## config.mk

```make
export PLATFORM = sky130hd
export DESIGN_NAME = multicycle_control
export DESIGN_NICKNAME = d
export VERILOG_FILES = /design/src/rtl/multicycle_control.sv
export SDC_FILE = /design/constraint.sdc
export NUM_CORES = 1
export LEC_CHECK = 0
export BUFFER_PORTS_ARGS = -buffer_cell sky130_fd_sc_hd__clkbuf_2
export CORE_UTILIZATION = 45
export CTS_CLUSTER_DIAMETER = 100
export DETAILED_ROUTE_END_ITERATION = 10
export PLACE_DENSITY_LB_ADDON = 0.08
export SLEW_MARGIN = 20
export SYNTH_ARGS = -nofsm -noshare
export SYNTH_HDL_FRONTEND = slang
export SYNTH_SLANG_ARGS = --single-unit
export TNS_END_PERCENT = 10
```

## constraint.sdc

```tcl
create_clock -name clk -period 2.06 [get_ports clk]
set_input_delay 0.103 -clock clk [delete_from_list [all_inputs] [get_ports clk]]
set_output_delay 0.103 -clock clk [all_outputs]
set_load 0.01 [all_outputs]
```

## src/rtl/multicycle_control.sv

```systemverilog
`default_nettype none
// ============================================================================
// Module      : multicycle_control
// Description : Main control FSM for the shared-memory multi-cycle MIPS
//               datapath. Sequences FETCH, DECODE, EXECUTE, MEMORY and
//               WRITEBACK. Stalls on the memory ready handshake and pulses
//               illegal_op on undefined opcodes.
// Options     : define MCTRL_JUMP_EN to decode OP_J into the JUMP state;
//               without it OP_J is treated as an illegal opcode.
// Ports       : clk, rst_n (async, active low)
//               opcode     - IR[31:26], sampled only in DECODE
//               mem_ready  - memory completes the current access this cycle
//               mem_read, mem_write, i_or_d, ir_write, pc_write,
//               pc_write_cond, pc_source, alu_op, alu_src_a, alu_src_b,
//               reg_dst, reg_write, mem_to_reg - datapath controls
//               illegal_op - one-cycle pulse on an undefined opcode
//               instr_done - one-cycle pulse when an instruction retires
//               state      - current state code (debug)
// Revision    : 1.0 - initial release
// ============================================================================
module multicycle_control #(
  parameter int                  OPCODE_W = 6,
  parameter logic [OPCODE_W-1:0] OP_RTYPE = 6'b000000,
  parameter logic [OPCODE_W-1:0] OP_LW    = 6'b100011,
  parameter logic [OPCODE_W-1:0] OP_SW    = 6'b101011,
  parameter logic [OPCODE_W-1:0] OP_BEQ   = 6'b000100,
  parameter logic [OPCODE_W-1:0] OP_J     = 6'b000010
) (
  input  logic                clk,
  input  logic                rst_n,
  input  logic [OPCODE_W-1:0] opcode,
  input  logic                mem_ready,
  output logic                mem_read,
  output logic                mem_write,
  output logic                i_or_d,
  output logic                ir_write,
  output logic                pc_write,
  output logic                pc_write_cond,
  output logic [1:0]          pc_source,
  output logic [1:0]          alu_op,
  output logic                alu_src_a,
  output logic [1:0]          alu_src_b,
  output logic                reg_dst,
  output logic                reg_write,
  output logic                mem_to_reg,
  output logic                illegal_op,
  output logic                instr_done,
  output logic [3:0]          state
);

`ifdef MCTRL_JUMP_EN
  localparam bit JUMP_EN = 1'b1;
`else
  localparam bit JUMP_EN = 1'b0;
`endif

  typedef enum logic [3:0] {
    S_FETCH    = 4'd0,
    S_DECODE   = 4'd1,
    S_MEM_ADDR = 4'd2,
    S_MEM_RD   = 4'd3,
    S_WB_LW    = 4'd4,
    S_MEM_WR   = 4'd5,
    S_EXEC_R   = 4'd6,
    S_WB_R     = 4'd7,
    S_BRANCH   = 4'd8,
    S_JUMP     = 4'd9
  } state_t;

  state_t              r_state;
  logic [OPCODE_W-1:0] r_opcode;   // opcode captured in DECODE

  // Live opcode classification, only meaningful while in DECODE.
  logic w_is_mem;
  logic w_is_r;
  logic w_is_beq;
  logic w_jump_hit;
  logic w_legal;

  assign w_is_mem   = (opcode == OP_LW) || (opcode == OP_SW);
  assign w_is_r     = (opcode == OP_RTYPE);
  assign w_is_beq   = (opcode == OP_BEQ);
  // Without the jump option OP_J falls through to the illegal path.
  assign w_jump_hit = JUMP_EN && (opcode == OP_J);
  assign w_legal    = w_is_mem || w_is_r || w_is_beq || w_jump_hit;

  assign state = r_state;

  always_ff @(posedge clk or negedge rst_n) begin
    if (!rst_n) begin
      r_state  <= S_FETCH;
      r_opcode <= '0;
    end else begin
      case (r_state)
        S_FETCH: begin
          if (mem_ready) r_state <= S_DECODE;
        end
        S_DECODE: begin
          r_opcode <= opcode;
          if (w_is_mem) begin
            r_state <= S_MEM_ADDR;
          end else if (w_is_r) begin
            r_state <= S_EXEC_R;
          end else if (w_is_beq) begin
            r_state <= S_BRANCH;
          end else if (w_jump_hit) begin
            r_state <= S_JUMP;
          end else begin
            r_state <= S_FETCH;
          end
        end
        S_MEM_ADDR: begin
          // Only lw/sw reach here, so the latched copy picks the access type.
          r_state <= (r_opcode == OP_SW) ? S_MEM_WR : S_MEM_RD;
        end
        S_MEM_RD: begin
          if (mem_ready) r_state <= S_WB_LW;
        end
        S_MEM_WR: begin
          if (mem_ready) r_state <= S_FETCH;
        end
        S_EXEC_R: r_state <= S_WB_R;
        S_WB_LW,
        S_WB_R,
        S_BRANCH,
        S_JUMP:   r_state <= S_FETCH;
        default:  r_state <= S_FETCH;
      endcase
    end
  end

  // Moore decode of the registered state. The only input-dependent terms
  // are the mem_ready qualifiers on the memory handshake states and the
  // illegal opcode flag in DECODE.
  always_comb begin
    mem_read      = 1'b0;
    mem_write     = 1'b0;
    i_or_d        = 1'b0;
    ir_write      = 1'b0;
    pc_write      = 1'b0;
    pc_write_cond = 1'b0;
    pc_source     = 2'b00;
    alu_op        = 2'b00;
    alu_src_a     = 1'b0;
    alu_src_b     = 2'b00;
    reg_dst       = 1'b0;
    reg_write     = 1'b0;
    mem_to_reg    = 1'b0;
    illegal_op    = 1'b0;
    instr_done    = 1'b0;
    case (r_state)
      S_FETCH: begin
        mem_read  = 1'b1;
        alu_src_b = 2'b01;        // PC + 4
        ir_write  = mem_ready;
        pc_write  = mem_ready;
      end
      S_DECODE: begin
        alu_src_b  = 2'b11;       // branch target precompute
        illegal_op = !w_legal;
      end
      S_MEM_ADDR: begin
        alu_src_a = 1'b1;
        alu_src_b = 2'b10;
      end
      S_MEM_RD: begin
        mem_read = 1'b1;
        i_or_d   = 1'b1;
      end
      S_WB_LW: begin
        reg_write  = 1'b1;
        mem_to_reg = 1'b1;
        instr_done = 1'b1;
      end
      S_MEM_WR: begin
        mem_write  = 1'b1;
        i_or_d     = 1'b1;
        instr_done = mem_ready;
      end
      S_EXEC_R: begin
        alu_src_a = 1'b1;
        alu_op    = 2'b10;
      end
      S_WB_R: begin
        reg_write  = 1'b1;
        reg_dst    = 1'b1;
        instr_done = 1'b1;
      end
      S_BRANCH: begin
        alu_src_a     = 1'b1;
        alu_op        = 2'b01;
        pc_write_cond = 1'b1;
        pc_source     = 2'b01;
        instr_done    = 1'b1;
      end
      S_JUMP: begin
        // Unreachable without the jump option; stays silent there so
        // pc_source can never present the jump target.
        if (JUMP_EN) begin
          pc_write   = 1'b1;
          pc_source  = 2'b10;
          instr_done = 1'b1;
        end
      end
      default: ;
    endcase
  end

endmodule
`default_nettype wire

```

== Word level (Yosys, flattened, before mapping) ==
Index checks and enable logic that the tools add are counted.

* Register bits after elaboration: 10
* Bits in latches: 0
* Memory bits (writable): 0
* Bits in read-only memories: 0
* Input bits: 9
* Output and inout port bits: 22
* Word-level logic and storage cells: 51
* Memories kept: 0

* Add/subtract/negate cells: 0
* Multiply operators: 0
* Divide/modulo/power cells: 0
* Magnitude comparators: 0
* Equality and inequality tests: 15
* Shift operators: 0
* Mux-type cells: 22
* Bitwise logic cells: 0
* Reduce and logical (&&, ||, !) cells: 12

{| class="wikitable"
|+ Operator list
! cell !! number
|-
| 4-bit two-way mux || 6
|-
| 4-bit case mux with 6 select lines || 1
|-
| 6-bit equality test, second input constant || 3
|-
| 4-bit by 3-bit equality test with 1-bit output, second input constant || 4
|-
| 1-bit two-way mux || 11
|-
| 4-bit by 2-bit equality test with 1-bit output, second input constant || 2
|-
| 6-bit by 3-bit equality test with 1-bit output, second input constant || 1
|-
| 6-bit zero test || 1
|-
| 2-bit inequality test, second input constant || 3
|-
| 2-bit case mux with 3 select lines || 1
|-
| 2-bit OR reduction || 3
|-
| 3-bit OR reduction || 2
|-
| 4-bit by 1-bit equality test with 1-bit output, second input constant || 1
|-
| 4-bit equality test, second input constant || 1
|-
| 4-bit zero test || 1
|-
| 2-bit case mux with 2 select lines || 1
|-
| 1-bit logical OR || 3
|-
| 3-bit two-way mux || 1
|-
| 3-bit AND reduction || 1
|-
| 1-bit case mux with 2 select lines || 1
|-
| 1-bit zero test || 1
|}

== Depth between registers and ports, before layout ==
* Depth after elaboration: 6
* Depth in mapped cells: 5
* Mapped depth without buffers: 3

== Worst setup path after synthesis ==
No wires, ideal clock.

* Path type: register -> register
* Start point: register r_state[0], in the netlist state[0]
* End point: register r_state[2], in the netlist state[2]
* Setup time: 0.099 ns
* Data arrival time: 1.769 ns
* Required time: 1.961 ns
* Setup slack: 0.191 ns
* Cell stages (with the launch flop): 6
* Path buffers: 2
* Clock period less this slack: 1.869 ns
* Cells stage by stage: dfrtp_1 -> buf_4 -> or4b_1 -> buf_4 -> or4_1 -> a311oi_1

* Word-level cells in the longest chain between the ends: 3
* Elaborated cells on any way between the ends: 11
* Classes of those cells: eq/ne (8); mux (1); reduce/logical (2)

{| class="wikitable"
|+ Ends and longest elaborated chain
! what !! RTL line !! source
|-
| from (decl) || 70 || <nowiki>state_t r_state;</nowiki>
|-
| from (signal assigned) || 114 || <nowiki>r_state <= (r_opcode == OP_SW) ? S_MEM_WR : S_MEM_RD;</nowiki>
|-
| 4-bit by 2-bit equality test with 1-bit output, or another cell as far along || 94 || <nowiki>case (r_state)</nowiki>
|-
| 2-bit inequality test (no source line) || - ||
|-
| 3-bit AND reduction (no source line) || - ||
|}

Several ways; a longest one is shown, not always the timed one.
A chain may end at the register's enable or synchronous reset.

== Final worst setup path ==
* Start point: register r_state[1], in the netlist state[1]
* End point: output illegal_op

* Word-level cells in the longest chain between the ends: 2

{| class="wikitable"
|+ Ends and longest elaborated chain
! what !! RTL line !! source
|-
| 4-bit by 1-bit equality test with 1-bit output || 151 || <nowiki>case (r_state)</nowiki>
|-
| 1-bit two-way mux || 151 ||
|-
| to (decl) || 46 || <nowiki>output logic illegal_op,</nowiki>
|}

No other way between the ends.

==> results.py <==
metrics = {
    "finish": {
        "synthToLayoutAreaGrowth_pct": 26.1,
        "regArea_um2": 250,
        "multi_input_area_um2": 380,
        "drive_above_1_share_pct": 39.8,
        "nNetsFinal": 119,
        "final_area_um2": 876,
        "mostFrequentLayoutCells": "clkbuf_2 (29), dfrtp_1 (10), mux2_2 (6)",
        "fillers": 138,
        "post-route-util_pct": 64.1,
        "diodes": 0,
        "final_common_cell": "clkbuf_2",
        "fin_cells": 123,
    },
    "synthesis": {
        "synth_edf_count": 0,
        "avgSynthCellArea_um2": 8.79,
        "async_reset_ff_share_pct": 100,
        "synth_cell_types": 32,
        "synth_top_area_share_pct": 36.0,
        "ys.flop_type": "dfrtp_1",
        "ys_ff_latch": 10,
        "synth_area_leader_cell": "dfrtp_1",
        "yosysSeqAreaShare_pct": 36.0,
        "syn_area_um2": 694,
        "synth_nets": 88,
        "synthTopCellsByArea": "dfrtp_1 (36%), mux2_2 (9.7%), buf_4 (5.4%)",
        "syn-instance-count": 79,
        "yosysWarnings": 0,
    },
    "floorplanning": {
        "start_util_pct": 50.8,
        "die_y_um": 41.3,
        "num_rows": 13,
        "coreArea_um2": 1370,
        "die_x_um": 41.3,
        "io_pins": 31,
        "dieArea_um2": 1700,
    },
    "place": {
        "gp_congestion": 0.744,
        "place_ws_ps": 367,
        "numPortBuffers": 29,
        "placedCellCount": 119,
        "hpwl_um": 1050,
        "dpl-instance-area_um2": 843,
    },
    "timing": {
        "post-route-period-util_pct": 84.2,
        "fin_worst_skew_ps": 4.39,
        "final.setup.tns_ps": 0,
        "period_needed_ps": 1730,
        "fin_hold_ws_ps": 79.5,
        "drv_slew": 0,
        "max_freq_mhz": 577,
        "setup_viol": 0,
        "rsz0062_at_grt": "no",
        "final_hold_viol_count": 0,
        "fin_ws_ps": 326,
    },
    "cts": {
        "worstSkewPairLatency_ps": 260,
        "root_buffer": "clkbuf_4",
        "path_clk_slew_ps": 60,
        "cts_sinks": 10,
        "cts_inserted_buffers": 3,
        "clockBufferDepth": 2,
        "tritoncts": "yes",
        "cts_resized": 0,
        "htreeDepth": 1,
    },
    "drt": {
        "vias": 677,
        "first_iter_violations": 10,
        "wl_per_cell_um": 12.1,
        "first_pass_iters": 5,
        "routed_wl_um": 1490,
        "vias_per_cell": 5.50,
        "drc": 0,
        "ant_nets": 0,
    },
    "critical_path": {
        "start_kind": "register",
        "ff2ff_setup_slack_ps": 360,
        "cp.required_ps": 1960,
        "worstSetupPathType": "register to output port",
        "rr_worst_depth": 3,
        "path_max_fanout": 9,
        "timing.rr.start": "state[1]",
        "worstSetupEndpointType": "output port",
        "r2r-end": "state[2]",
        "cp-startpoint": "state[1]",
        "worstSetupEndpoint": "illegal_op",
        "worst_ep_arrival_time_ps": 1630,
    },
    "global_routing": {
        "antenna_found_initial": 0,
        "grt_pass1_wl_um": 2100,
        "grt_usage_pct": 19.0,
        "grt_max_degree": 21,
        "grt_pass1_vias": 513,
        "gr-total-overflow": 0,
    },
    "power_and_ir_drop": {
        "ir_worst_vdd_mv": 0.627,
        "powerDensity_nw_per_um2": 1210,
        "p_leak_nw": 0.454,
        "p_total_mw": 1.06,
    },
    "outcome": {
        "status": "completed",
    },
    "worst_hold_path": {
        "hold_class": "input port to register",
    },
    "flow_run": {
        "cap_violations": 0,
    },
}
## repair_timing
item | in CTS | in global routing
setup buffers | 0 | 0
hold buffers | 1 | 0
hold endpoints to repair | 10 | 0
## synth_stat cells (2+ instances only)
library cell	count
clkbuf_1	3
nor4b_1	2
buf_4	5
nand2b_1	4
dfrtp_1	10
nand2_1	4
mux2_2	6
nor3_1	5
and3_1	2
nor4_1	2
nor2b_1	2
inv_1	3
nand4_1	2
nor2_1	3
a21oi_1	5
o21ai_0	4
or4_1	2
## how the worst min path moves through the flow
stage / startpoint / to / slack (ps) / cells past startpoint
final: opcode[4] / state[3] / 80 / 2
after global routing: opcode[3] / r_opcode[3] / 90 / 2
after CTS: opcode[4] / state[3] / 60 / 2
after detailed placement: rst_n / r_opcode[5] / -20 / 1
after global placement: rst_n / r_opcode[5] / -20 / 1
after floorplan: rst_n / r_opcode[0] / -190 / 0
## flip-flops by register name, summed over array words and instances (netlist names)
register	count
state	4
r_opcode	6
## worst max-delay path: stages (launching register included)
cell and delay (ps):
dfrtp_1 370, or4b_1 550, buf_4 190, a21oi_1 120
clkbuf_2 140
## per-layer routing
| layer | wire, um | up-vias | global-route usage [%] |
|---|---|---|---|
| met5 | 0 | - | 0 |
| met4 | 5 | 0 | 11.3 |
| li1 | - | 345 | - |
| met3 | 70 | 2 | 2.17 |
| met2 | 717 | 25 | 33.6 |
| met1 | 701 | 305 | 21.5 |
## where the power goes
group	total (mW)	internal [mW]	leakage, nW	switching [mW]
Clock	0.127	0.0671	0.0138	0.0598
Sequential	0.325	0.278	0.124	0.0466
Combinational	0.610	0.291	0.316	0.320
## layout make-up
| cell class | count | area share [%] |
|---|---|---|
| repair buffers | 35 | 22.0 |
| multi-input cells | 57 | 43.4 |
| inverters | 3 | 1.29 |
| well taps | 15 | 2.14 |
| flip-flops and latches | 10 | 28.6 |
| clock buffers | 3 | 2.57 |
## cells by family (layout without fill, tap and decap cells)
kind of cell,count (synthesis),in the layout,share of synthesized area (%)
AOI/OAI and AO/OA,15,15,14.1
and+or+nand+nor,34,34,29.2
buffers and inverters,12,41,9.19
other,1,1,0.540
DFF,10,10,36.0
muxes,6,6,9.73
xor gates and xnor gates,1,1,1.26
Note: power is estimated with default switching activity, not from simulation.
